===== src/rtl/beep_sequencer.sv =====
// Buzzer note sequencer (bounce/miss/game-over); optional OVER jingle under BEEP_OVER_JINGLE_EN.
// Latency: trigger edge -> beep/busy one clock later; no backpressure, and lower/equal triggers while busy are dropped.
module beep_sequencer #(
    parameter int CLK_HZ  = 12_000_000,
    parameter int NOTE_MS = 80,
    parameter int GAP_MS  = 20,
    parameter int F_HI    = 2000,
    parameter int F_MID   = 1000,
    parameter int F_LO    = 500
) (
    input  logic       clk,
    input  logic       rst_n,
    input  logic [1:0] beep_flag,
    input  logic       over_flag,
    input  logic       mute,
    output logic       beep,
    output logic       busy
);
    localparam int NOTE_CYC = CLK_HZ / 1000 * NOTE_MS;
    localparam int GAP_CYC  = CLK_HZ / 1000 * GAP_MS;
    localparam int HALF_HI  = CLK_HZ / (2 * F_HI);
    localparam int HALF_MID = CLK_HZ / (2 * F_MID);
    localparam int HALF_LO  = CLK_HZ / (2 * F_LO);
    localparam int MAX_A    = (NOTE_CYC > GAP_CYC) ? NOTE_CYC : GAP_CYC;
    localparam int MAX_CYC  = (MAX_A > HALF_LO) ? MAX_A : HALF_LO;
    localparam int CW       = $clog2(MAX_CYC + 1);

    localparam logic [CW-1:0] NOTE_LD = CW'(NOTE_CYC - 1);
    localparam logic [CW-1:0] GAP_LD  = CW'(GAP_CYC - 1);
    localparam logic [CW-1:0] HI_LD   = CW'(HALF_HI - 1);
    localparam logic [CW-1:0] MID_LD  = CW'(HALF_MID - 1);
    localparam logic [CW-1:0] LO_LD   = CW'(HALF_LO - 1);

    typedef enum logic [1:0] {IDLE, TONE, GAP} state_t;

    state_t        state, state_nxt;
    logic [1:0]    seq, seq_nxt;
    logic [1:0]    idx, idx_nxt;
    logic [CW-1:0] dur_cnt, dur_nxt;
    logic [CW-1:0] half_cnt, half_nxt;
    logic          beep_q, beep_nxt;
    logic [1:0]    prev_flag;
    logic          prev_over;
    logic          t_over, t_miss, t_bounce, accept;
    logic [1:0]    trig_pri, cur_pri;

    // Sequence code doubles as priority: 1 bounce (HI), 2 miss (MID,LO), 3 over (HI,MID,LO).
    function automatic logic [CW-1:0] half_ld(input logic [1:0] s, input logic [1:0] i);
        case (s)
            2'd2:    half_ld = (i == 2'd0) ? MID_LD : LO_LD;
            2'd3:    half_ld = (i == 2'd0) ? HI_LD : ((i == 2'd1) ? MID_LD : LO_LD);
            default: half_ld = HI_LD;
        endcase
    endfunction

`ifdef BEEP_OVER_JINGLE_EN
    assign t_over = over_flag & ~prev_over;
`else
    logic unused_over;
    assign t_over      = 1'b0;
    assign unused_over = over_flag ^ prev_over;
`endif
    assign t_miss   = (beep_flag == 2'b10) && (prev_flag == 2'b00);
    assign t_bounce = beep_flag[0] && (prev_flag == 2'b00);
    assign trig_pri = t_over ? 2'd3 : (t_miss ? 2'd2 : (t_bounce ? 2'd1 : 2'd0));
    assign cur_pri  = (state == IDLE) ? 2'd0 : seq;
    assign accept   = trig_pri > cur_pri;

    always_ff @(posedge clk or negedge rst_n) begin
        if (!rst_n) begin
            state     <= IDLE;
            seq       <= 2'd0;
            idx       <= 2'd0;
            dur_cnt   <= '0;
            half_cnt  <= '0;
            beep_q    <= 1'b0;
            prev_flag <= 2'b11;
            prev_over <= 1'b1;
        end else begin
            state     <= state_nxt;
            seq       <= seq_nxt;
            idx       <= idx_nxt;
            dur_cnt   <= dur_nxt;
            half_cnt  <= half_nxt;
            beep_q    <= beep_nxt;
            prev_flag <= beep_flag;
            prev_over <= over_flag;
        end
    end

    always_comb begin
        state_nxt = state;
        seq_nxt   = seq;
        idx_nxt   = idx;
        dur_nxt   = dur_cnt;
        half_nxt  = half_cnt;
        beep_nxt  = beep_q;
        if (accept) begin
            // Covers both start from idle and pre-emption by a higher-priority event.
            state_nxt = TONE;
            seq_nxt   = trig_pri;
            idx_nxt   = 2'd0;
            dur_nxt   = NOTE_LD;
            half_nxt  = half_ld(trig_pri, 2'd0);
            beep_nxt  = 1'b1;
        end else begin
            case (state)
                TONE: begin
                    if (dur_cnt == '0) begin
                        beep_nxt = 1'b0;
                        half_nxt = '0;
                        if (idx == seq - 2'd1) begin
                            state_nxt = IDLE;
                            dur_nxt   = '0;
                        end else begin
                            state_nxt = GAP;
                            dur_nxt   = GAP_LD;
                        end
                    end else begin
                        dur_nxt = dur_cnt - 1'b1;
                        if (half_cnt == '0) begin
                            beep_nxt = ~beep_q;
                            half_nxt = half_ld(seq, idx);
                        end else begin
                            half_nxt = half_cnt - 1'b1;
                        end
                    end
                end
                GAP: begin
                    if (dur_cnt == '0) begin
                        state_nxt = TONE;
                        idx_nxt   = idx + 2'd1;
                        dur_nxt   = NOTE_LD;
                        half_nxt  = half_ld(seq, idx + 2'd1);
                        beep_nxt  = 1'b1;
                    end else begin
                        dur_nxt = dur_cnt - 1'b1;
                    end
                end
                default: begin
                    beep_nxt = 1'b0;
                end
            endcase
        end
    end

    always_comb begin
        beep = beep_q & ~mute;
        busy = (state != IDLE);
    end
endmodule

===== config.mk =====
export PLATFORM = sky130hd
export DESIGN_NAME = beep_sequencer
export DESIGN_NICKNAME = d
export VERILOG_FILES = /design/src/rtl/beep_sequencer.sv
export SDC_FILE = /design/constraint.sdc
export NUM_CORES = 1
export LEC_CHECK = 0
export CAP_MARGIN = 15
export CORE_ASPECT_RATIO = 1.4
export CORE_MARGIN = 2
export CORE_UTILIZATION = 36
export CTS_CLUSTER_SIZE = 30
export DETAILED_ROUTE_END_ITERATION = 6
export PLACE_DENSITY_LB_ADDON = 0.2
export SLEW_MARGIN = 5
export SYNTH_ARGS = -nofsm -noshare
export SYNTH_HDL_FRONTEND = slang
export SYNTH_SLANG_ARGS = --single-unit

===== constraint.sdc =====
create_clock -name clk -period 3.7 [get_ports clk]
set_input_delay 0.37 -clock clk [delete_from_list [all_inputs] [get_ports clk]]
set_output_delay 0.37 -clock clk [all_outputs]
set_load 0.005 [all_outputs]

Word level (Yosys, flattened, before mapping)
Cells that the tools add are included.
- reductions and logical operators: 16
- equality and inequality tests: 12
- bitwise gates (word level): 3
- add/subtract/negate cells: 4
- magnitude comparators: 1
- multiplexer cells: 35
- operators by type and width (operator ; count):
    two-way mux 20 bit ; 7
    two-way mux 14 bit ; 6
    one-hot mux 20 bit (2 select lines) ; 2
    one-hot mux 14 bit (2 select lines) ; 2
    zero test 20 bit ; 2
    subtractor 20 x 1 -> 20 bit, second input constant ; 2
    two-way mux 18 bit ; 1
    two-way mux 2 bit ; 9
    two-way mux 13 bit ; 1
    == test 2 bit, second input constant ; 5
    zero test 2 bit ; 4
    == test 2 x 1 -> 1 bit, second input constant ; 3
    != test 3 bit, second input constant ; 2
    AND reduction 2 bit ; 3
    nonzero test 2 bit ; 3
    two-way mux 1 bit ; 5
    != test 4 bit, second input constant ; 1
    one-hot mux 2 bit (2 select lines) ; 1
    AND reduction 3 bit ; 1
    nonzero test 3 bit ; 1
    adder 2 x 1 -> 2 bit, second input constant ; 1
    == test 2 bit ; 1
    greater-than comparator 2 bit ; 1
    logical AND 1 bit ; 2
    other kinds (4) ; 5
- register bits: 49
- logic and storage cells: 78
- input port bits: 6
- output and inout bits: 2

Logic depth before layout (Yosys ltp)
Gate-level depths: netlist of run 1.
- word-level depth: 8
- mapped depth: 13
- mapped depth without buffers: 11

Worst setup path after synthesis of run 1
No wires, ideal clock.
- path kind: reg-to-reg
- from: reg dur_cnt[8]
- to: reg half_cnt[5]
- cell stages (with the launch flop): 8
- arrival: 2.529 ns
- required time: 3.577 ns
- slack: 1.048 ns
- buffers on the path: 1
- clock period less this slack: 2.652 ns
- cells stage by stage: dfrtp_1 or4_1 buf_2 nor4_4 nand3_4 o31a_1 or4_1 o221a_2
- cells in the longest elaborated chain, start to end: 4
- elaborated cells on any way between the ends: 6
- RTL lines (item ; line ; text):
    start, declared ; 39 ; logic [CW-1:0] dur_cnt, dur_nxt;
    start signal, assigned ; 83 ; dur_cnt <= dur_nxt;
    zero test 20 bit * ; 109, 130 ;
    two-way mux 20 bit ; 109 ; if (dur_cnt == '0) begin
    one-hot mux 20 bit (2 select lines) ; 107 ; case (state)
    two-way mux 20 bit ; 98 ; if (accept) begin
    end signal, assigned ; 84 ; half_cnt <= half_nxt;
    end, declared ; 40 ; logic [CW-1:0] half_cnt, half_nxt;
Every way passes the cells marked *; elsewhere a longest branch is shown, timed or not.
A chain may end at the register's enable or synchronous reset.

Worst setup path after layout of run 1
Same ends and word-level chain as after synthesis.

==> impl_metrics.toml, run 1 <==
[clock_network]
clock_path_buffers = 2
clock-sinks = 49
postCtsSetupRepairBufs = 0
cts_made_buffers = 5
cts_hold_buffers = 0
h-tree-depth = 2
cts_tree = "yes"
cts_resized = 0
clk_pin_slew_ns = 0.07
clockRootBuffer = "clkbuf_16"
clk_latency_ns = 0.29

[yosys]
syn_area_per_cell_um2 = 8.40
synth_seq_cells = 49
synth-edff-count = 0
yosys_warnings = 0
synth_cells = 385
muxShareOfSynthArea_pct = 0.310
yosys.area.top_type_share_pct = 36.4
ys_seq_area_share_pct = 38.0
synthTopCellsByArea = "dfrtp_1 36%, a21oi_1 6.2%, ha_1 5.8%"
synthSimpleGateAreaFrac_pct = 24.5
syn_area_um2 = 3230
syn-num-nets = 406
synth_compound_area_share_pct = 24.5
synth.distinct_cells = 53
async_reset_ff_share_pct = 100
synthAdderAreaFrac_pct = 5.80
synth_top_family_by_area = "compound AO/OA/AOI/OAI gates"
synth_area_leader_cell = "dfrtp_1"
synth_xor_area_share_pct = 2.71
synth_ff_type = "dfrtp_1"

[global_routing]
grt_pass1_vias = 3060
antenna_found_initial = 0
grt-ovfl-total = 0
grt_max_degree = 50
grt_first_pass_wirelength_mm = 14.6
grtUsageTotal_pct = 18.6

[critical_path]
rr_worst_depth = 7
worstSetupStartpointType = "flip-flop"
crit_type = "reg -> reg"
worst_setup_path_end_kind = "flip-flop"
reg2reg_slack_ns = 0.72
worstPathArrival_ns = 3.17
cp_max_fo = 8
timing.rr.end = "half_cnt[5]"
reg2reg_from = "dur_cnt[8]"
cp_data_required_time_ns = 3.88

[placed_design]
gp_congestion = 0.819
dp_hpwl_mm = 6.18
placed_cell_area_um2 = 3490
portBuffers = 6
placed_cells = 498

[finish]
antenna_cells = 0
syn_to_final_growth_pct = 12.2
instances_no_fill = 506
drive_above_1_share_pct = 8.73
fin_area_um2 = 3630
fillers = 886
fin_nets = 421

[floorplan]
die_y_um = 116
rows = 40
die_area_um2 = 9770
die_x_um = 84.1
start_util_pct = 37.3
core_um2 = 8660
io_pins = 8

[timing]
tightestPinTransition_ns = 0.643
hold_viol = 0
slew_violations = 0
fin_crit_sh_pct = 80.6
hold_ws_ns = 0.180
finClkSkew_ns = 0.00673
fmax_mhz = 335
fin_tns_setup_ns = 0
period_needed_ns = 2.98
slew_headroom_pct = 56.8
finalSetupViolations = 0
rsz0062_at_grt = "no"

[route]
drt_iter0_markers = 94
routed_wl_mm = 8.48
vias = 2948
ant_nets = 0
wire_per_inst_um = 16.8
drtPass1Iterations = 4
drc = 0
viasPerCell = 5.83

[power_and_ir_drop]
power_density_nw_per_um2 = 522
pwr-share-clk_pct = 23.7
swShare_pct = 38.1
intPower_mw = 1.17
ir_drop_mv = 0.217
seqPwrFrac_pct = 37.7
totalPowerFinal_mw = 1.89
combPwrFrac_pct = 38.5
leakage_nw = 1.48
switching_power_mw = 0.720

[status]
status = "finished clean"

[hold_path]
holdCritPathClass = "in -> async"

[run]
cap_violations = 0
[layout make-up]
type / instances / area (um2) / area share, %
multi-input combinational: 301 / 1870 / 51.6
sequential: 49 / 1230 / 33.9
timing repair buffer: 23 / 183 / 5.04
clock buffer: 8 / 136 / 3.76
tap: 105 / 131 / 3.62
inverter: 20 / 75.1 / 2.07
[critical path, stage by stage (launching register included)]
cell and delay, ns:
dfrtp_1 0.41, or4_1 0.66, nor4_4 0.49, buf_4 0.24, nand3_4 0.11, o31a_1 0.36
or4_1 0.47, o221a_2 0.13
[metrics by stage]
stage	setup WS, ns	util, %
final	0.717	41.9
after global routing	0.567	41.9
after CTS	0.731	41.9
after detailed placement	0.632	40.3
after global placement	0.460	40.2
after floorplan	1.05	-
[synth_stat cells (3+ instances only)]
master / n
a31oi_1: 6
o211ai_1: 6
a21oi_1: 40
a21o_1: 6
clkbuf_1: 14
nor2_1: 50
o31ai_1: 4
o22a_1: 8
xor2_1: 7
nor4_1: 7
nand4b_1: 4
nand3b_1: 4
a211oi_1: 3
nand2b_1: 5
dfrtp_1: 47
xnor2_1: 3
o21ai_0: 22
o22ai_1: 3
nand2_1: 23
a311o_1: 4
or4_1: 5
nor3_1: 23
nand3_1: 11
nor2b_1: 4
inv_1: 20
ha_1: 15
or3_1: 7
[layer usage]
metal	part of all wire [%]	track usage [%]	vias to the layer above	wire, um
met5	0	0	-	0
met4	1.8	7.63	0	156
li1	-	-	1451	-
met1	42	21.6	1446	3590
met3	2.4	2.83	10	207
met2	53	34.3	41	4530
[cells in the final DEF (no fill, tap or decap), types with 3 or more instances in the layout]
| master | synthesis | layout |
|---|---|---|
| nor2_1 | 50 | 50 |
| dfrtp_1 | 47 | 47 |
| a21oi_1 | 40 | 40 |
| nand2_1 | 23 | 23 |
| nor3_1 | 23 | 23 |
| o21ai_0 | 22 | 22 |
| inv_1 | 20 | 20 |
| buf_4 | 0 | 17 |
| ha_1 | 15 | 15 |
| nand3_1 | 11 | 11 |
| o22a_1 | 8 | 8 |
| or3_1 | 7 | 7 |
| nor4_1 | 7 | 7 |
| xor2_1 | 7 | 7 |
| o211ai_1 | 6 | 6 |
| a21o_1 | 6 | 6 |
| a31oi_1 | 6 | 6 |
| or4_1 | 5 | 5 |
| nand2b_1 | 5 | 5 |
| clkbuf_16 | 0 | 5 |
| clkdlybuf4s50_1 | 0 | 5 |
| nand3b_1 | 4 | 4 |
| nor2b_1 | 4 | 4 |
| a311o_1 | 4 | 4 |
| nand4b_1 | 4 | 4 |
| o31ai_1 | 4 | 4 |
| o22ai_1 | 3 | 3 |
| xnor2_1 | 3 | 3 |
| a211oi_1 | 3 | 3 |
| clkbuf_1 | 14 | 3 |
[power by group through the flow]
stage	sequential, mW	clock [mW]	combinational (mW)
floorplan	0.692	0	0.536
global placement	0.720	0	0.712
detailed placement	0.722	0	0.728
CTS	0.713	0.466	0.730
global route	0.725	0.484	0.831
finish	0.714	0.449	0.729
[worst max-delay path by stage]
| stage | from | endpoint | slack, ns | cells after the start |
|---|---|---|---|---|
| after global routing | dur_cnt[8] | half_cnt[5] | 0.57 | 7 |
| after CTS | dur_cnt[8] | half_cnt[5] | 0.73 | 7 |
| after floorplan | dur_cnt[8] | half_cnt[5] | 1.05 | 7 |
| after global placement | beep_flag[0] | dur_cnt[16] | 0.46 | 9 |
| final | dur_cnt[8] | half_cnt[5] | 0.72 | 7 |
| after detailed placement | beep_flag[0] | half_cnt[5] | 0.63 | 10 |
[registers in the layout (all words and copies together), names as in the netlist]
signal,flops
prev_flag,2
state,2
dur_cnt,20
seq,2
beep_q,1
idx,2
half_cnt,20
[cells by family (layout without fill, tap and decap cells)]
logic type	after synthesis	after routing
adders and majority gates	15	15
and+or+nand+nor	153	153
DFF	49	49
muxes	1	1
xor gates and xnor gates	10	10
AOI/OAI and AO/OA	122	122
buffers and inverters	35	51
(Power assumes the default switching activity.)
==> run 2: changes to the inputs <==
==> constraint.sdc (replaced) <==
create_clock -name clk -period 2.5 [get_ports clk]
set_input_delay 0.25 -clock clk [delete_from_list [all_inputs] [get_ports clk]]
set_output_delay 0.25 -clock clk [all_outputs]
set_load 0.005 [all_outputs]
==> impl_metrics.toml, run 2 (synthesized netlist as in run 1, its figures left out) <==
[status]
status = "finished clean"

[clock_network]
clock-sinks = 49
cts_tree = "yes"
clockRootBuffer = "clkbuf_16"
h-tree-depth = 2
clk_pin_slew_ns = 0.07
clk_latency_ns = 0.29
cts_made_buffers = 5
clock_path_buffers = 2

[placed_design]
dp_hpwl_mm = 6.44
portBuffers = 6
pre_cts_ws_ns = -0.223
gp_congestion = 0.889

[timing]
period_needed_ns = 2.43
slew_violations = 0
hold_viol = 0
rsz0062_at_grt = "yes"
finalSetupViolations = 0
fin_tns_setup_ns = 0
tightestPinTransition_ns = 0.657
fmax_mhz = 411
setup_ws_ns = 0.0678
fin_crit_sh_pct = 97.3
finClkSkew_ns = 0.00470
slew_headroom_pct = 56.2

[global_routing]
grt_pass1_vias = 3168
grt_first_pass_wirelength_mm = 15.0
grt_max_degree = 50
grtUsageTotal_pct = 19.0
grt-ovfl-total = 0
antenna_found_initial = 0

[critical_path]
timing.rr.end = "half_cnt[5]"
critPathMaxStageDelay_ns = 0.55
endpoint = "half_cnt[5]"
cp_max_fo = 8
rr_worst_depth = 7
worstPathArrival_ns = 2.61
reg2reg_slack_ns = 0.07
crit_chain = "or4_4 -> nor4_4 -> buf_6 -> nand3_4 -> o31a_1 -> or4_1 -> o221a_2"
worst_setup_path_end_kind = "flip-flop"
worstSetupStartpointType = "flip-flop"
reg2reg_from = "dur_cnt[2]"
crit_type = "reg -> reg"
slowest_stage = "or4_4"
cp_data_required_time_ns = 2.68
startpoint = "dur_cnt[2]"

[finish]
syn_to_final_growth_pct = 25.8
final_common_cell = "buf_4"
antenna_cells = 0
drive_above_1_share_pct = 20.6
mostFrequentLayoutCells = "54 x buf_4, 49 x nor2_1, 47 x dfrtp_1"
largestRegisters = "dur_cnt x20, half_cnt x20"
fillers = 860
fin_nets = 462

[floorplan]
io_pins = 8
die_area_um2 = 9770
die_y_um = 116
core_um2 = 8660
rows = 40
start_util_pct = 37.3
die_x_um = 84.1

[power_and_ir_drop]
swShare_pct = 36.2
totalPowerFinal_mw = 3.22
power_density_nw_per_um2 = 791
ir_drop_mv = 0.435
switching_power_mw = 1.16
pwr-share-clk_pct = 25.3
intPower_mw = 2.05
seqPwrFrac_pct = 32.1
combPwrFrac_pct = 42.6
leakage_nw = 1.72

[route]
ant_nets = 0
drc = 0
routed_wl_mm = 8.80
viasPerCell = 5.65
drt_iter0_markers = 144
wire_per_inst_um = 16.1
drtPass1Iterations = 4
vias = 3088

[run]
cap_violations = 0

[hold_path]
holdCritPathClass = "in -> async"
-- run 2: changes by cell type in the layout (fill, tap and decap cells not counted), sizes merged --
cell / previous run / this run
buf: 18 / 58
clkinvlp: 0 / 1
o21a: 2 / 3
clkbuf: 8 / 6
bufinv: 0 / 1
-- run 2: cell type report --
type / instances / area (um2) / area share [%]
clock inverter: 2 / 37.5 / 0.923
tap: 105 / 131 / 3.23
clock buffer: 6 / 139 / 3.42
inverter: 20 / 75.1 / 1.85
sequential: 49 / 1230 / 30.2
timing repair buffer: 63 / 512 / 12.6
multi-input combinational: 302 / 1940 / 47.8
-- run 2: routing by layer --
layer	track usage, %	part of all wire, %	up-vias
li1	-	-	1530
met1	22.1	43	1480
met2	34.3	51	50
met3	2.47	2.3	28
met4	9.46	3.7	0
met5	0	0	-
-- run 2: how the worst min path moves through the flow --
stage	start	end	cells past startpoint
2_1_floorplan	rst_n	beep_q	0
3_3_place_gp	rst_n	dur_cnt[8]	2
3_5_place_dp	rst_n	dur_cnt[8]	2
4_1_cts	rst_n	dur_cnt[8]	2
5_1_grt	rst_n	dur_cnt[8]	2
6_report	rst_n	dur_cnt[10]	2
-- run 2: worst max-delay path: cells and delay by family, from the launching register on --
family	cells	cell delay (ns)
simple gates	4	1.32
compound gates	2	0.45
flops	1	0.38
buf+inv	1	0.17
-- run 2: power by group through the flow --
stage	clock network, mW	registers [mW]	logic [mW]
after global routing	0.858	1.06	1.53
after CTS	0.835	1.03	1.29
final	0.814	1.03	1.37
after detailed placement	0	1.05	1.28
after floorplan	0	1.02	0.798
after global placement	0	1.04	1.25
-- run 2: repair_timing --
action	4_1_cts	5_1_grt
setup buffers	0	3
hold buffers	0	0
pin swaps	0	4
gates resized for setup	3	13
endpoints found under the setup margin	3	10
endpoints found under the hold margin	0	0
cloned	0	1
-- run 2: stage by stage --
step                utilization [%]  instance area, um2  std cells  hold slack (ns)
global placement               43.8                3800        535            0.411
CTS                            46.0                3980        543            0.103
floorplan                         -                3240        385          -0.0456
finish                         47.0                4070        547           0.0710
global route                   47.0                4070        547            0.124
detailed placement             43.8                3800        535            0.412
